File: src/rtl/adder_share_arbiter.sv
// Shares one DATA_W-bit adder among NUM_REQ valid/ready requesters and returns a registered, ID-tagged sum.
// Define ADDER_SHARE_FIXED_PRIO_EN for fixed lowest-index priority; round-robin by default.
module adder_share_arbiter #(
  parameter  int NUM_REQ = 4,
  parameter  int DATA_W  = 32,
  localparam int ID_W    = $clog2(NUM_REQ)
) (
  input  logic                      clk_i,
  input  logic                      rst_i,
  input  logic [NUM_REQ-1:0]        req_valid_i,
  input  logic [NUM_REQ*DATA_W-1:0] req_a_i,
  input  logic [NUM_REQ*DATA_W-1:0] req_b_i,
  output logic [NUM_REQ-1:0]        req_ready_o,
  output logic                      rsp_valid_o,
  input  logic                      rsp_ready_i,
  output logic [ID_W-1:0]           rsp_id_o,
  output logic [DATA_W-1:0]         rsp_sum_o,
  output logic                      rsp_carry_o
);

  typedef enum logic {IDLE, HOLD} state_t;

  state_t            state_q, state_d;
  logic [ID_W-1:0]   rsp_id_q, rsp_id_d;
  logic [DATA_W-1:0] rsp_sum_q, rsp_sum_d;
  logic              rsp_carry_q, rsp_carry_d;

  logic [ID_W-1:0]   search_base;
  logic [ID_W-1:0]   grant_idx;
  logic              grant_found;
  logic              can_accept;
  logic              transfer;
  logic [DATA_W:0]   sum_full;

  logic [DATA_W-1:0] op_a [NUM_REQ];
  logic [DATA_W-1:0] op_b [NUM_REQ];

  for (genvar k = 0; k < NUM_REQ; k++) begin : g_unpack
    assign op_a[k] = req_a_i[k*DATA_W +: DATA_W];
    assign op_b[k] = req_b_i[k*DATA_W +: DATA_W];
  end

  function automatic logic [ID_W-1:0] wrap_idx(input logic [ID_W-1:0] base, input int off);
    int s;
    s = int'(base) + off;
    if (s >= NUM_REQ) s = s - NUM_REQ;
    return ID_W'(s);
  endfunction

  // Reset gates acceptance so no grant is visible while rst_i is high.
  assign can_accept = !rst_i && ((state_q == IDLE) || rsp_ready_i);

  always_comb begin
    grant_found = 1'b0;
    grant_idx   = '0;
    for (int i = 0; i < NUM_REQ; i++) begin
      if (!grant_found && req_valid_i[wrap_idx(search_base, i)]) begin
        grant_found = 1'b1;
        grant_idx   = wrap_idx(search_base, i);
      end
    end
  end

  assign transfer = can_accept && grant_found;
  assign sum_full = {1'b0, op_a[grant_idx]} + {1'b0, op_b[grant_idx]};

  always_comb begin
    req_ready_o = '0;
    if (transfer) req_ready_o[grant_idx] = 1'b1;
  end

`ifdef ADDER_SHARE_FIXED_PRIO_EN
  assign search_base = '0;
`else
  logic [ID_W-1:0] rr_ptr_q, rr_ptr_d;

  always_comb begin
    rr_ptr_d = rr_ptr_q;
    if (transfer) rr_ptr_d = (grant_idx == ID_W'(NUM_REQ - 1)) ? '0 : grant_idx + 1'b1;
  end

  always_ff @(posedge clk_i) begin
    if (rst_i) rr_ptr_q <= '0;
    else       rr_ptr_q <= rr_ptr_d;
  end

  assign search_base = rr_ptr_q;
`endif

  // A transfer in HOLD overwrites the consumed result back-to-back.
  always_comb begin
    state_d     = state_q;
    rsp_id_d    = rsp_id_q;
    rsp_sum_d   = rsp_sum_q;
    rsp_carry_d = rsp_carry_q;
    case (state_q)
      IDLE:    if (transfer) state_d = HOLD;
      HOLD:    if (rsp_ready_i && !transfer) state_d = IDLE;
      default: state_d = IDLE;
    endcase
    if (transfer) begin
      rsp_id_d                 = grant_idx;
      {rsp_carry_d, rsp_sum_d} = sum_full;
    end
  end

  always_ff @(posedge clk_i) begin
    if (rst_i) begin
      state_q     <= IDLE;
      rsp_id_q    <= '0;
      rsp_sum_q   <= '0;
      rsp_carry_q <= 1'b0;
    end else begin
      state_q     <= state_d;
      rsp_id_q    <= rsp_id_d;
      rsp_sum_q   <= rsp_sum_d;
      rsp_carry_q <= rsp_carry_d;
    end
  end

  assign rsp_valid_o = (state_q == HOLD);
  assign rsp_id_o    = rsp_id_q;
  assign rsp_sum_o   = rsp_sum_q;
  assign rsp_carry_o = rsp_carry_q;

endmodule

File: config.mk
export PLATFORM = sky130hd
export DESIGN_NAME = adder_share_arbiter
export DESIGN_NICKNAME = d
export VERILOG_FILES = /design/src/rtl/adder_share_arbiter.sv
export SDC_FILE = /design/constraint.sdc
export NUM_CORES = 1
export LEC_CHECK = 0
export CORE_MARGIN = 4
export CORE_UTILIZATION = 42
export DETAILED_ROUTE_END_ITERATION = 10
export GPL_TIMING_DRIVEN = 0
export PLACE_DENSITY = 0.89
export SYNTH_ARGS = -nofsm -noshare
export SYNTH_HDL_FRONTEND = slang
export SYNTH_SLANG_ARGS = --single-unit
File: constraint.sdc
create_clock -name clk_i -period 12.08 [get_ports clk_i]
set_input_delay 1.812 -clock clk_i [delete_from_list [all_inputs] [get_ports clk_i]]
set_output_delay 1.812 -clock clk_i [all_outputs]
set_load 0.005 [all_outputs]
# Word level (Yosys, flattened, before mapping)
# Cells that the tools add are included.
[totals] ff_bits=38 elab_cells=74 output_inout_bits=40 inputBits=263
[classes] n_reduce_logical=13 n_bitwise=2 eq_ne=1 magnitude_cmp=11 muxes=33 addsub=9
[op_table] operator="binary-select mux 32 bit (select 2 bit)" n=2
[op_table] operator="two-way mux 32 bit" n=4
[op_table] operator="adder 32 x 32 -> 33 bit" n=1
[op_table] operator="two-way mux 2 bit" n=9
[op_table] operator="< comparator 2 x 3 -> 1 bit, second input constant" n=5
[op_table] operator=">= comparator 3 bit, second input constant" n=4
[op_table] operator="two-way mux 1 bit" n=11
[op_table] operator="binary-select mux 1 bit (select 2 bit)" n=4
[op_table] operator="subtractor 2 x 1 -> 2 bit, second input constant" n=4
[op_table] operator="logical AND 1 bit" n=7
[op_table] operator="adder 2 x 2 -> 3 bit, second input constant" n=2
[op_table] operator="zero test 1 bit" n=5
[op_table] operator="two-way mux 4 bit" n=1
[op_table] operator="adder 2 x 1 -> 3 bit, second input constant" n=1
[op_table] operator=">= comparator 2 x 3 -> 1 bit, second input constant" n=1
[op_table] operator="NOT 2 -> 3 bit" n=1
[op_table] operator="adder 2 x 1 -> 2 bit, second input constant" n=1
[op_table] operator="demux 1 bit (select 2 bit)" n=1
[op_table] operator="equality test 2 bit, second input constant" n=1
[op_table] operator=">= comparator 2 x 1 -> 1 bit, second input constant" n=1
[op_table] operator="one-hot mux 1 bit (2 select lines)" n=1
[op_table] operator="logical OR 1 bit" n=1
[op_table] operator="NOT 1 bit" n=1

# Longest topological paths before layout
# Gate-level depths: netlist (run 1).
[depth] word_depth=19 mapped_depth=19 ltp_nobuf=17

# Least setup slack after synthesis (run 1)
# Ideal clock, no wire load.
[synth_timing] path_type="input to register" startpoint="in req_valid_i[0]" endpoint="reg rsp_carry_q, in the netlist rsp_carry_o" stages=17 t_required_ps=11989 arrival_time_ps=5314 setup_ps=91 path_buffers=2 path_slack_ps=6675 cell_sequence="a21oi_1 > o21a_1 > o22ai_1 > clkbuf_1 > clkbuf_1 > nand2_1 > and3_1 > a31oi_1 > ha_1 > fa_1 > a211oi_1 > o211ai_1 > a41oi_2 > o21a_1 > o311a_1 > or4_1 > a311oi_1"
[synth_via] elab_chain_len=17 word_cells_on_any_way=31 cone_classes="1 x add/sub; 22 x mux; 1 x bitwise; 7 x reduce/logical"
[synth_rtl] item="start: declaration" line="10" rtl="input logic [NUM_REQ-1:0] req_valid_i,"
[synth_rtl] item="binary-select mux 1 bit (select 2 bit)" line="57" rtl="if (!grant_found && req_valid_i[wrap_idx(search_base, i)]) begin"
[synth_rtl] item="two-way mux 1 bit (implied by the code)" line="57"
[synth_rtl] item="two-way mux 1 bit" line="57"
[synth_rtl] item="zero test 1 bit" line="57"
[synth_rtl] item="logical AND 1 bit" line="57"
[synth_rtl] item="two-way mux 1 bit" line="57"
[synth_rtl] item="zero test 1 bit" line="57"
[synth_rtl] item="logical AND 1 bit" line="57"
[synth_rtl] item="two-way mux 1 bit" line="57"
[synth_rtl] item="zero test 1 bit" line="57"
[synth_rtl] item="logical AND 1 bit" line="57"
[synth_rtl] item="two-way mux 2 bit" line="57"
[synth_rtl] item="NOT 2 -> 3 bit (implied by the code)" line="65" rtl="assign sum_full = {1'b0, op_a[grant_idx]} + {1'b0, op_b[grant_idx]};"
[synth_rtl] item="binary-select mux 32 bit (select 2 bit)" line="65"
[synth_rtl] item="two-way mux 32 bit (implied by the code) (2 in series)" line="65"
[synth_rtl] item="adder 32 x 32 -> 33 bit" line="65"
[synth_rtl] item="end signal: assignment" line="117" rtl="rsp_carry_q <= rsp_carry_d;"
[synth_rtl] item="end: declaration" line="26" rtl="logic rsp_carry_q, rsp_carry_d;"
# Several ways; a longest one is shown, not always the timed one. The select of a mux whose other input is x is not followed.
# A chain may end at the register's enable or synchronous reset.

# Worst setup path in the final report (run 1)
[layout_timing] startpoint="in req_valid_i[0]" endpoint="out req_ready_o[3]"
[layout_via] elab_chain_len=17 word_cells_on_any_way=29 cone_classes="2 x order compare; 19 x mux; 8 x reduce/logical"
[layout_rtl] item="binary-select mux 1 bit (select 2 bit)" line="57"
[layout_rtl] item="two-way mux 1 bit (implied by the code)" line="57"
[layout_rtl] item="two-way mux 1 bit" line="57"
[layout_rtl] item="zero test 1 bit" line="57"
[layout_rtl] item="logical AND 1 bit" line="57"
[layout_rtl] item="two-way mux 1 bit" line="57"
[layout_rtl] item="zero test 1 bit" line="57"
[layout_rtl] item="logical AND 1 bit" line="57"
[layout_rtl] item="(+2 left out)"
[layout_rtl] item="logical AND 1 bit" line="57"
[layout_rtl] item="two-way mux 2 bit *" line="57"
[layout_rtl] item="net grant_idx[0]" line="29" rtl="logic [ID_W-1:0] grant_idx;"
[layout_rtl] item="< comparator 2 x 3 -> 1 bit (implied by the code) or >= comparator 2 x 1 -> 1 bit (tied branches)" line="69" rtl="if (transfer) req_ready_o[grant_idx] = 1'b1;"
[layout_rtl] item="logical AND 1 bit (implied by the code)" line="69"
[layout_rtl] item="two-way mux 1 bit (implied by the code)" line="69"
[layout_rtl] item="demux 1 bit (select 2 bit) *" line="69"
[layout_rtl] item="two-way mux 4 bit *" line="69"
[layout_rtl] item="end: declaration" line="13" rtl="output logic [NUM_REQ-1:0] req_ready_o,"
# The timed path passes the listed nets; every way through them passes the cells marked *. The select of a mux whose other input is x is not followed.

==> flow_summary.yaml, run 1 <==
drt:
  post_drt_wl_per_cell_um: 18.5
  via_per_inst: 5.70
  drt_iter0_drc: 619
  route.detailed.drc: 0
  routed_wl_um: 23500
  drt_first_pass_iters: 5
  ant_nets: 0
  num_vias: 7250
clocking:
  clk_path_buf_depth: 2
  h-tree-depth: 2
  clock_latency_ns: 0.28
  cts_tree: "done"
  cts_root_buf: "clkbuf_16"
  numCtsBuffers: 5
  cts_setup_buffers: 0
  ctsHoldBuffers: 0
  clock_sinks: 38
  cts_resized: 0
  clkTransAtPathRegs_ns: 0.05
sta:
  relSlewSlack: 0.445
  fin_skew_ns: 0.00233
  hold_violations: 0
  fmax_ghz: 0.144
  period_minus_slack_ns: 6.95
  tightest_slew_ns: 0.827
  drv_slew: 0
  final-setup-viol-count: 0
  rsz0062_at_grt: "no"
  layout_worst_path_cycle_share: 0.575
  fin_tns_setup_ns: 0
pwr:
  power.total_mw: 1.37
  p_per_area_mw_per_mm2: 164
  leakagePower_nw: 3.66
  vdd_drop_max_uv: 69.0
critical_path:
  critPathLaunchType: "primary input"
  critPathCaptureType: "primary output"
  critical_path_class: "primary input to primary output"
  arrival_ns: 5.14
  cp_max_fo: 11
  critPathRequiredTime_ns: 10.27
logic_synthesis:
  postSynthAreaPerCell_um2: 6.11
  ys_types: 50
  synth_top_family_by_area: "simple AND/OR/NAND/NOR gates"
  netlist_instances: 819
  synth-adder-area-share: 0.0940
  ys.flop_type: "dfxtp_1"
  yosysWarnings: 0
  synth-simple-area-share: 0.382
  synthMuxAreaShare: 0.00200
  synth_edf_count: 0
  syn_area_mm2: 0.00500
  yosysSeqAreaShare: 0.152
  synth-compound-area-share: 0.267
  yosys.area_share.xor_xnor: 0.0490
  ys_ff_latch: 38
  synthArstFlopShare: 0
  syn_nets: 1119
grt:
  grt.total_usage: 0.323
  grt_max_degree: 12
  antenna_found_initial: 0
  grt_pass1_wl_um: 34600
  gr-total-overflow: 0
  first_global_vias: 6634
floorplan:
  die_h_um: 117
  die-area_mm2: 0.0137
  rows: 39
  die_w_um: 117
  start_util: 0.433
  pin_count: 303
  core_area_mm2: 0.0116
placement:
  io_buffer_count: 302
  routabilityCongestion: 0.982
  dp_hpwl_um: 19800
flow_run:
  max_cap_violations: 0
finish:
  antenna_cells: 0
  n_fill_cell: 988
  drive_above_1_share: 0.0106
  multi_input_area_mm2: 0.00398
  layout-area-overhead-vs-synth_pct: 66.9
  layout.nets: 1428
  register_area_um2: 761
min_path:
  hp-class: "flip-flop to flip-flop"
status:
  status: "completed"
metrics by stage:
step           instances  utilization  instance area (µm²)  hold WS [ns]  setup WS, ns
2_1_floorplan        819            -                 5000         0.448          6.68
3_3_place_gp        1264        0.710                 8210         0.437          5.20
3_5_place_dp        1264        0.710                 8210         0.444          5.15
4_1_cts             1272        0.722                 8350         0.450          5.21
5_1_grt             1272        0.722                 8350         0.461          5.00
6_report            1272        0.722                 8350         0.448          5.13
area by class of cell:
class,instances,area share
multi-input combinational,710,0.476
sequential,38,0.0911
timing repair buffer,302,0.362
buffer,59,0.0267
clock inverter,1,0.000599
tap,143,0.0214
clock buffer,7,0.0171
inverter,12,0.00539
Yosys cell counts (2+ instances only):
| cell | n | area share |
|---|---|---|
| and3_1 | 68 | 0.085 |
| nand2_1 | 305 | 0.23 |
| buf_1 | 3 | 0.0022 |
| a22o_1 | 17 | 0.030 |
| a211o_1 | 2 | 0.0035 |
| o21ai_0 | 19 | 0.019 |
| o21a_1 | 3 | 0.0045 |
| xor2_1 | 10 | 0.017 |
| a41oi_1 | 2 | 0.0035 |
| nand4_1 | 7 | 0.0087 |
| xnor2_1 | 18 | 0.031 |
| ha_1 | 36 | 0.090 |
| clkbuf_1 | 55 | 0.041 |
| a21o_1 | 15 | 0.023 |
| o221ai_1 | 2 | 0.0035 |
| a31oi_1 | 69 | 0.086 |
| a21oi_1 | 46 | 0.046 |
| inv_1 | 12 | 0.0090 |
| and2_1 | 4 | 0.0050 |
| nor2b_1 | 4 | 0.0050 |
| a211oi_1 | 6 | 0.0090 |
| nor3_1 | 5 | 0.0050 |
| nand2b_1 | 7 | 0.0087 |
| a221oi_1 | 3 | 0.0053 |
| nand3_1 | 5 | 0.0050 |
| dfxtp_1 | 38 | 0.15 |
| o21ai_1 | 2 | 0.0020 |
| nor2_1 | 28 | 0.021 |
| nand3b_1 | 2 | 0.0030 |
| o21bai_1 | 6 | 0.0090 |
logic make-up after synthesis:
logic type | after synthesis
xor+xnor | 28
mux | 1
fa+ha+maj | 37
flops | 38
buf+inv | 71
simple gates | 440
compound gates | 204
routing by layer:
metal / global-route usage / up-vias / routed length (µm)
met1: 0.433 / 3327 / 9700
met3: 0.0576 / 46 / 2220
li1: - / 3490 / -
met2: 0.537 / 387 / 10900
met4: 0.0849 / 0 / 658
met5: 0 / - / 0
cell usage in the layout (no fill, tap or decap), types with 2 or more instances in the layout:
cell type        Yosys  final
clkbuf_1            55     56
ha_1                36     36
clkbuf_16            0      5
a22o_1              17     17
nor3_1               5      5
a41oi_1              2      2
nor2b_1              4      4
xnor2_1             18     18
a211oi_1             6      6
nor2_1              28     28
a31oi_1             69     69
o21ai_1              2      2
nand3_1              5      5
o221ai_1             2      2
a21o_1              15     15
a221oi_1             3      3
clkdlybuf4s50_1      0    302
a211o_1              2      2
and2_1               4      4
nand2_1            305    305
inv_1               12     12
nand3b_1             2      2
nand2b_1             7      7
o21a_1               3      3
dfxtp_1             38     38
xor2_1              10     10
o21ai_0             19     19
a21oi_1             46     46
nand4_1              7      7
buf_1                3      3
and3_1              68     68
o21bai_1             6      6
worst max-delay path, cell delays in order:
cell and delay [ns]:
clkdlybuf4s50_1 0.47, mux2i_1 0.16, nor2_1 0.05, nor3_1 0.67, clkbuf_1 0.43, clkbuf_1 0.57, ha_1 0.31, and2_1 0.15
clkdlybuf4s50_1 0.50
registers in the layout (all words and copies together) (netlist names):
signal,count
rr_ptr_q,2
rsp_carry_o,1
rsp_id_o,2
rsp_sum_o,32
rsp_valid_o,1
where the power goes:
part           leakage [nW]  internal (mW)  switching [mW]
sequential            0.315          0.181          0.0323
combinational          3.27          0.475           0.548
clock                0.0739         0.0817          0.0483
total                  3.66          0.738           0.628
final timing paths:
kind | from | end | slack (ns) | depth (start not counted)
min reg2reg | rsp_sum_o[7] | rsp_sum_o[7] | 0.45 | 2
max reg2reg | rr_ptr_q[1] | rsp_sum_o[27] | 6.90 | 16
min | rsp_sum_o[7] | rsp_sum_o[7] | 0.45 | 2
max | req_valid_i[0] | req_ready_o[3] | 5.13 | 9
No activity file was read; power rests on OpenSTA's default activity.
==> run 2: changes to the inputs <==
CORE_UTILIZATION = 39   (was 42)
PLACE_DENSITY = 0.84   (was 0.89)
clock period = 7.25 ns   (was 12.08 ns; I/O delays follow)
==> run 2 against run 1 <==
  * Combinational power increased by 67%
  * Hold slack improved by 0.0084 ns
  * Count of clock-buffer cells in the layout decreased by 2
  * Clock skew increased by 0.0050 ns
  * Final cell count increased by 2.3%
  * Wire length decreased by 1.2%
  * Sequential cell count unchanged
  * Die area increased by 7.2%
  * Cell area increased by 0.99%
  * Setup slack got worse by 3.9 ns
  * Critical path depth increased by 9
==> flow_summary.yaml, run 2 (synthesis gave the netlist of run 1 again) <==
finish:
  stdcell_count: 1301
  finalInstanceArea_mm2: 0.00844
  layout.nets: 1428
  layout-area-overhead-vs-synth_pct: 68.6
  final_common_cell: "nand2_1"
  layout_common_cells: "305 x nand2_1, 302 x clkdlybuf4s50_1, 69 x a31oi_1"
  antenna_cells: 0
  largest_reg_flops: 32
  drive_above_1_share: 0.0115
critical_path:
  reg2reg_slack_ns: 2.02
  critPathRequiredTime_ns: 7.43
  r2r_cells: 17
  critPathLaunchType: "primary input"
  cp_max_fo: 11
  r2r_start: "rr_ptr_q[1]"
  critPathCaptureType: "flip-flop"
  arrival_ns: 6.23
  cp-startpoint: "req_valid_i[2]"
  critical_path_class: "primary input to flip-flop"
floorplan:
  die_h_um: 121
  core_area_mm2: 0.0126
  rows: 41
  die_w_um: 121
  start_util: 0.398
  die-area_mm2: 0.0147
  pin_count: 303
drt:
  drt_iter0_drc: 535
  routed_wl_um: 23200
  met1_length_um: 9510
  ant_nets: 0
  met2_length_um: 11000
  wl_met3_um: 2070
  drt_first_pass_iters: 5
  highest_layer: "met4"
  post_drt_wl_per_cell_um: 17.8
  num_vias: 7167
  route.detailed.drc: 0
  via_per_inst: 5.51
grt:
  grt_max_degree: 14
  grt.total_usage: 0.297
  grt_pass1_wl_um: 34900
  antenna_found_initial: 0
  gr-total-overflow: 0
  first_global_vias: 6679
sta:
  rsz0062_at_grt: "no"
  fin_ws_ns: 1.20
  relSlewSlack: 0.354
  fin_skew_ns: 0.00732
  period_minus_slack_ns: 6.05
  drv_slew: 0
  tightest_slew_ns: 0.961
  final-setup-viol-count: 0
  hold_violations: 0
  layout_worst_path_cycle_share: 0.835
  fin_tns_setup_ns: 0
  fmax_ghz: 0.165
clocking:
  clk_path_buf_depth: 2
  cts_resized: 0
  numCtsBuffers: 5
  cts_setup_buffers: 0
  cts_root_buf: "clkbuf_16"
  clkTransAtPathRegs_ns: 0.06
  ctsHoldBuffers: 0
  h-tree-depth: 2
  clock_latency_ns: 0.28
  clock_sinks: 38
  cts_tree: "done"
min_path:
  hp-class: "flip-flop to flip-flop"
  min_from: "rsp_sum_o[1]"
  hold_path_depth: 2
placement:
  dp_cells: 1293
  dp_slack_ns: 1.04
  dp_hpwl_um: 19400
  place_area_mm2: 0.00824
  routabilityCongestion: 0.972
  io_buffer_count: 302
status:
  status: "completed"
flow_run:
  max_cap_violations: 0
pwr:
  vdd_drop_max_uv: 152
  leakagePower_nw: 3.68
  p_per_area_mw_per_mm2: 277
## run 2: changes by cell type in the layout (fill, tap and decap cells not counted), sizes merged
cell	previous run	this run
bufinv	0	2
clkbuf	62	60
## run 2: path summary, 6_finish.rpt
path | end
max | rsp_sum_o[26]
min | rsp_sum_o[1]
max reg2reg | rsp_sum_o[26]
min reg2reg | rsp_sum_o[1]
## run 2: where the power goes
part | total, mW | switching, mW | internal [mW]
clock network | 0.283 | 0.0858 | 0.198
logic | 1.70 | 0.905 | 0.791
registers | 0.357 | 0.0556 | 0.302
total | 2.34 | 1.05 | 1.29
## run 2: worst max-delay path: stages
cell	delay, ns
clkdlybuf4s50_1	0.48
mux2i_1	0.16
nor2_1	0.05
nor3_1	0.77
clkbuf_1	0.43
clkbuf_1	0.55
and3_1	0.33
a31oi_1	0.06
ha_1	0.31
clkbuf_1	0.19
nand2_1	0.16
nor2_1	0.07
a221o_1	0.31
a21oi_1	0.15
nor3b_1	0.52
o21ai_0	0.23
xor2_1	0.20
a22o_1	0.19
## run 2: cell type report
type / instances / area [µm²]
Multi-Input combinational cell: 710 / 3980
Sequential cell: 38 / 761
Tap cell: 172 / 215
Clock buffer: 5 / 125
Timing Repair Buffer: 302 / 3020
Fill cell: 1119 / 4130
Buffer: 59 / 223
Clock inverter: 3 / 68.8
Inverter: 12 / 45.0
## run 2: layer usage
metal / GRT usage / vias to the layer above
met4: 0.0819 / 0
met3: 0.0438 / 43
met5: 0 / -
met2: 0.495 / 356
li1: - / 3489
met1: 0.400 / 3279
## run 2: metrics by stage
| stage | hold slack [ns] | total power [mW] | utilization |
|---|---|---|---|
| 3_5_place_dp | 0.447 | 2.02 | 0.656 |
| 4_1_cts | 0.458 | 2.31 | 0.671 |
| 3_3_place_gp | 0.439 | 2.00 | 0.656 |
| 2_1_floorplan | 0.448 | 1.37 | - |
| 6_report | 0.456 | 2.34 | 0.671 |
| 5_1_grt | 0.481 | 2.51 | 0.671 |
==> run 3: changes to the inputs <==
clock period = 6.2 ns   (was 7.25 ns; I/O delays follow)
==> run 3 against run 2 <==
  * Sequential share of layout area about the same
  * Combinational power up 17%
  * Die area unchanged
  * Register-to-register slack worse by 0.99 ns
  * Power up 17%
  * Critical endpoint is now rsp_carry_o
  * Largest cell class unchanged
  * Largest power group unchanged
==> flow_summary.yaml, run 3 (synthesis gave the netlist of run 1 again) <==
drt:
  routed_wl_um: 23200
  ant_nets: 0
  via_per_inst: 5.50
  route.detailed.drc: 0
  post_drt_wl_per_cell_um: 17.9
  drt_first_pass_iters: 5
  drt_iter0_drc: 542
  num_vias: 7153
placement:
  io_buffer_count: 302
  dp_hpwl_um: 19400
  dp_cells: 1293
  dp_slack_ns: 0.148
  routabilityCongestion: 0.972
  place_area_mm2: 0.00824
sta:
  period_minus_slack_ns: 5.92
  layout_worst_path_cycle_share: 0.955
  rsz0062_at_grt: "no"
  fin_ws_ns: 0.277
  fin_tns_setup_ns: 0
  whs_ns: 0.457
  tightest_slew_ns: 1.02
  fin_skew_ns: 0.00694
  hold_violations: 0
  fmax_ghz: 0.169
  drv_slew: 0
  final-setup-viol-count: 0
  relSlewSlack: 0.317
pwr:
  clock_power_share: 0.121
  combPwrFrac: 0.727
  switchingPower_mw: 1.23
  switching_share: 0.448
  leakagePower_nw: 3.68
  power.total_mw: 2.74
  p_int_mw: 1.51
  p_per_area_mw_per_mm2: 324
  vdd_drop_max_uv: 178
  p_seq_frac: 0.152
min_path:
  hold_end: "rsp_id_o[1]"
  hold_path_depth: 2
  min_from: "rsp_id_o[1]"
  hp-class: "flip-flop to flip-flop"
finish:
  final_common_cell: "nand2_1"
  register_area_um2: 761
  antenna_cells: 0
  layout-area-overhead-vs-synth_pct: 68.7
  drive_above_1_share: 0.0124
  stdcell_count: 1301
  n_fill_cell: 1119
  largest_reg_flops: 32
  layout.nets: 1428
  final_util: 0.672
  multi_input_area_mm2: 0.00398
  finalInstanceArea_mm2: 0.00844
  layout_common_cells: "305 x nand2_1, 302 x clkdlybuf4s50_1, 69 x a31oi_1"
clocking:
  clk_path_buf_depth: 2
  cts_setup_buffers: 0
  clkTransAtPathRegs_ns: 0.06
  ctsHoldBuffers: 0
  clock_latency_ns: 0.28
  cts_resized: 0
  clock_sinks: 38
  numCtsBuffers: 5
  h-tree-depth: 2
  cts_tree: "done"
  cts_root_buf: "clkbuf_16"
critical_path:
  reg2reg_slack_ns: 1.03
  critical_path_class: "primary input to flip-flop"
  arrival_ns: 6.12
  worst_r2r_endpoint: "rsp_sum_o[27]"
  critPathCaptureType: "flip-flop"
  critPathLaunchType: "primary input"
  r2r_cells: 16
  critPathRequiredTime_ns: 6.40
  r2r_start: "rr_ptr_q[1]"
  cp_max_fo: 10
floorplan:
  die_w_um: 121
  rows: 41
  pin_count: 303
  core_area_mm2: 0.0126
  die-area_mm2: 0.0147
  die_h_um: 121
  start_util: 0.398
status:
  status: "completed"
grt:
  grt_max_degree: 14
  gr-total-overflow: 0
  antenna_found_initial: 0
  grt_pass1_wl_um: 34900
  grt.total_usage: 0.297
  first_global_vias: 6679
flow_run:
  max_cap_violations: 0
==> run 3: cell count changes in the layout (fill, tap and decap cells not counted) <==
cell | before | now
nor3b_1 | 1 | 0
nor3b_2 | 0 | 1
==> run 3: layout make-up <==
cell class | count | share of cell area
Multi-Input combinational cell | 710 | 0.472
Timing Repair Buffer | 302 | 0.358
Sequential cell | 38 | 0.0901
Buffer | 59 | 0.0264
Tap cell | 172 | 0.0255
Clock buffer | 5 | 0.0148
Clock inverter | 3 | 0.00815
Inverter | 12 | 0.00534
==> run 3: metal layers <==
metal / routed length [µm] / GRT usage
met4: 658 / 0.0819
met3: 2020 / 0.0438
met5: 0 / 0
met1: 9570 / 0.400
met2: 11000 / 0.495
==> run 3: worst max path at each step <==
| stage | slack, ns | endpoint | cells after the start | start |
|---|---|---|---|---|
| 2_1_floorplan | 1.68 | rsp_carry_o | 17 | req_valid_i[0] |
| 3_3_place_gp | 0.14 | rsp_carry_o | 18 | req_valid_i[0] |
| 3_5_place_dp | 0.15 | rsp_carry_o | 18 | req_valid_i[0] |
| 4_1_cts | 0.40 | rsp_carry_o | 18 | req_valid_i[0] |
| 5_1_grt | 0.05 | rsp_carry_o | 18 | req_valid_i[0] |
| 6_report | 0.28 | rsp_carry_o | 18 | req_valid_i[0] |
==> run 3: critical path: stages <==
cell	delay [ns]
clkdlybuf4s50_1	0.55
a21oi_1	0.10
o21a_1	0.18
o22ai_1	0.45
clkbuf_1	0.43
clkbuf_1	0.47
nand2_1	0.11
and3_1	0.18
a31oi_1	0.15
ha_1	0.31
fa_1	0.29
a211oi_1	0.11
o211ai_1	0.22
a41oi_2	0.19
o21a_1	0.25
o311a_1	0.43
or4_1	0.54
a311oi_1	0.22
==> run 3: power by group through the flow <==
stage | clock (mW) | combinational, mW | sequential [mW]
floorplan | 0 | 1.18 | 0.418
global placement | 0 | 1.92 | 0.417
detailed placement | 0 | 1.94 | 0.421
CTS | 0.333 | 1.95 | 0.417
global route | 0.344 | 2.16 | 0.431
finish | 0.331 | 1.99 | 0.417
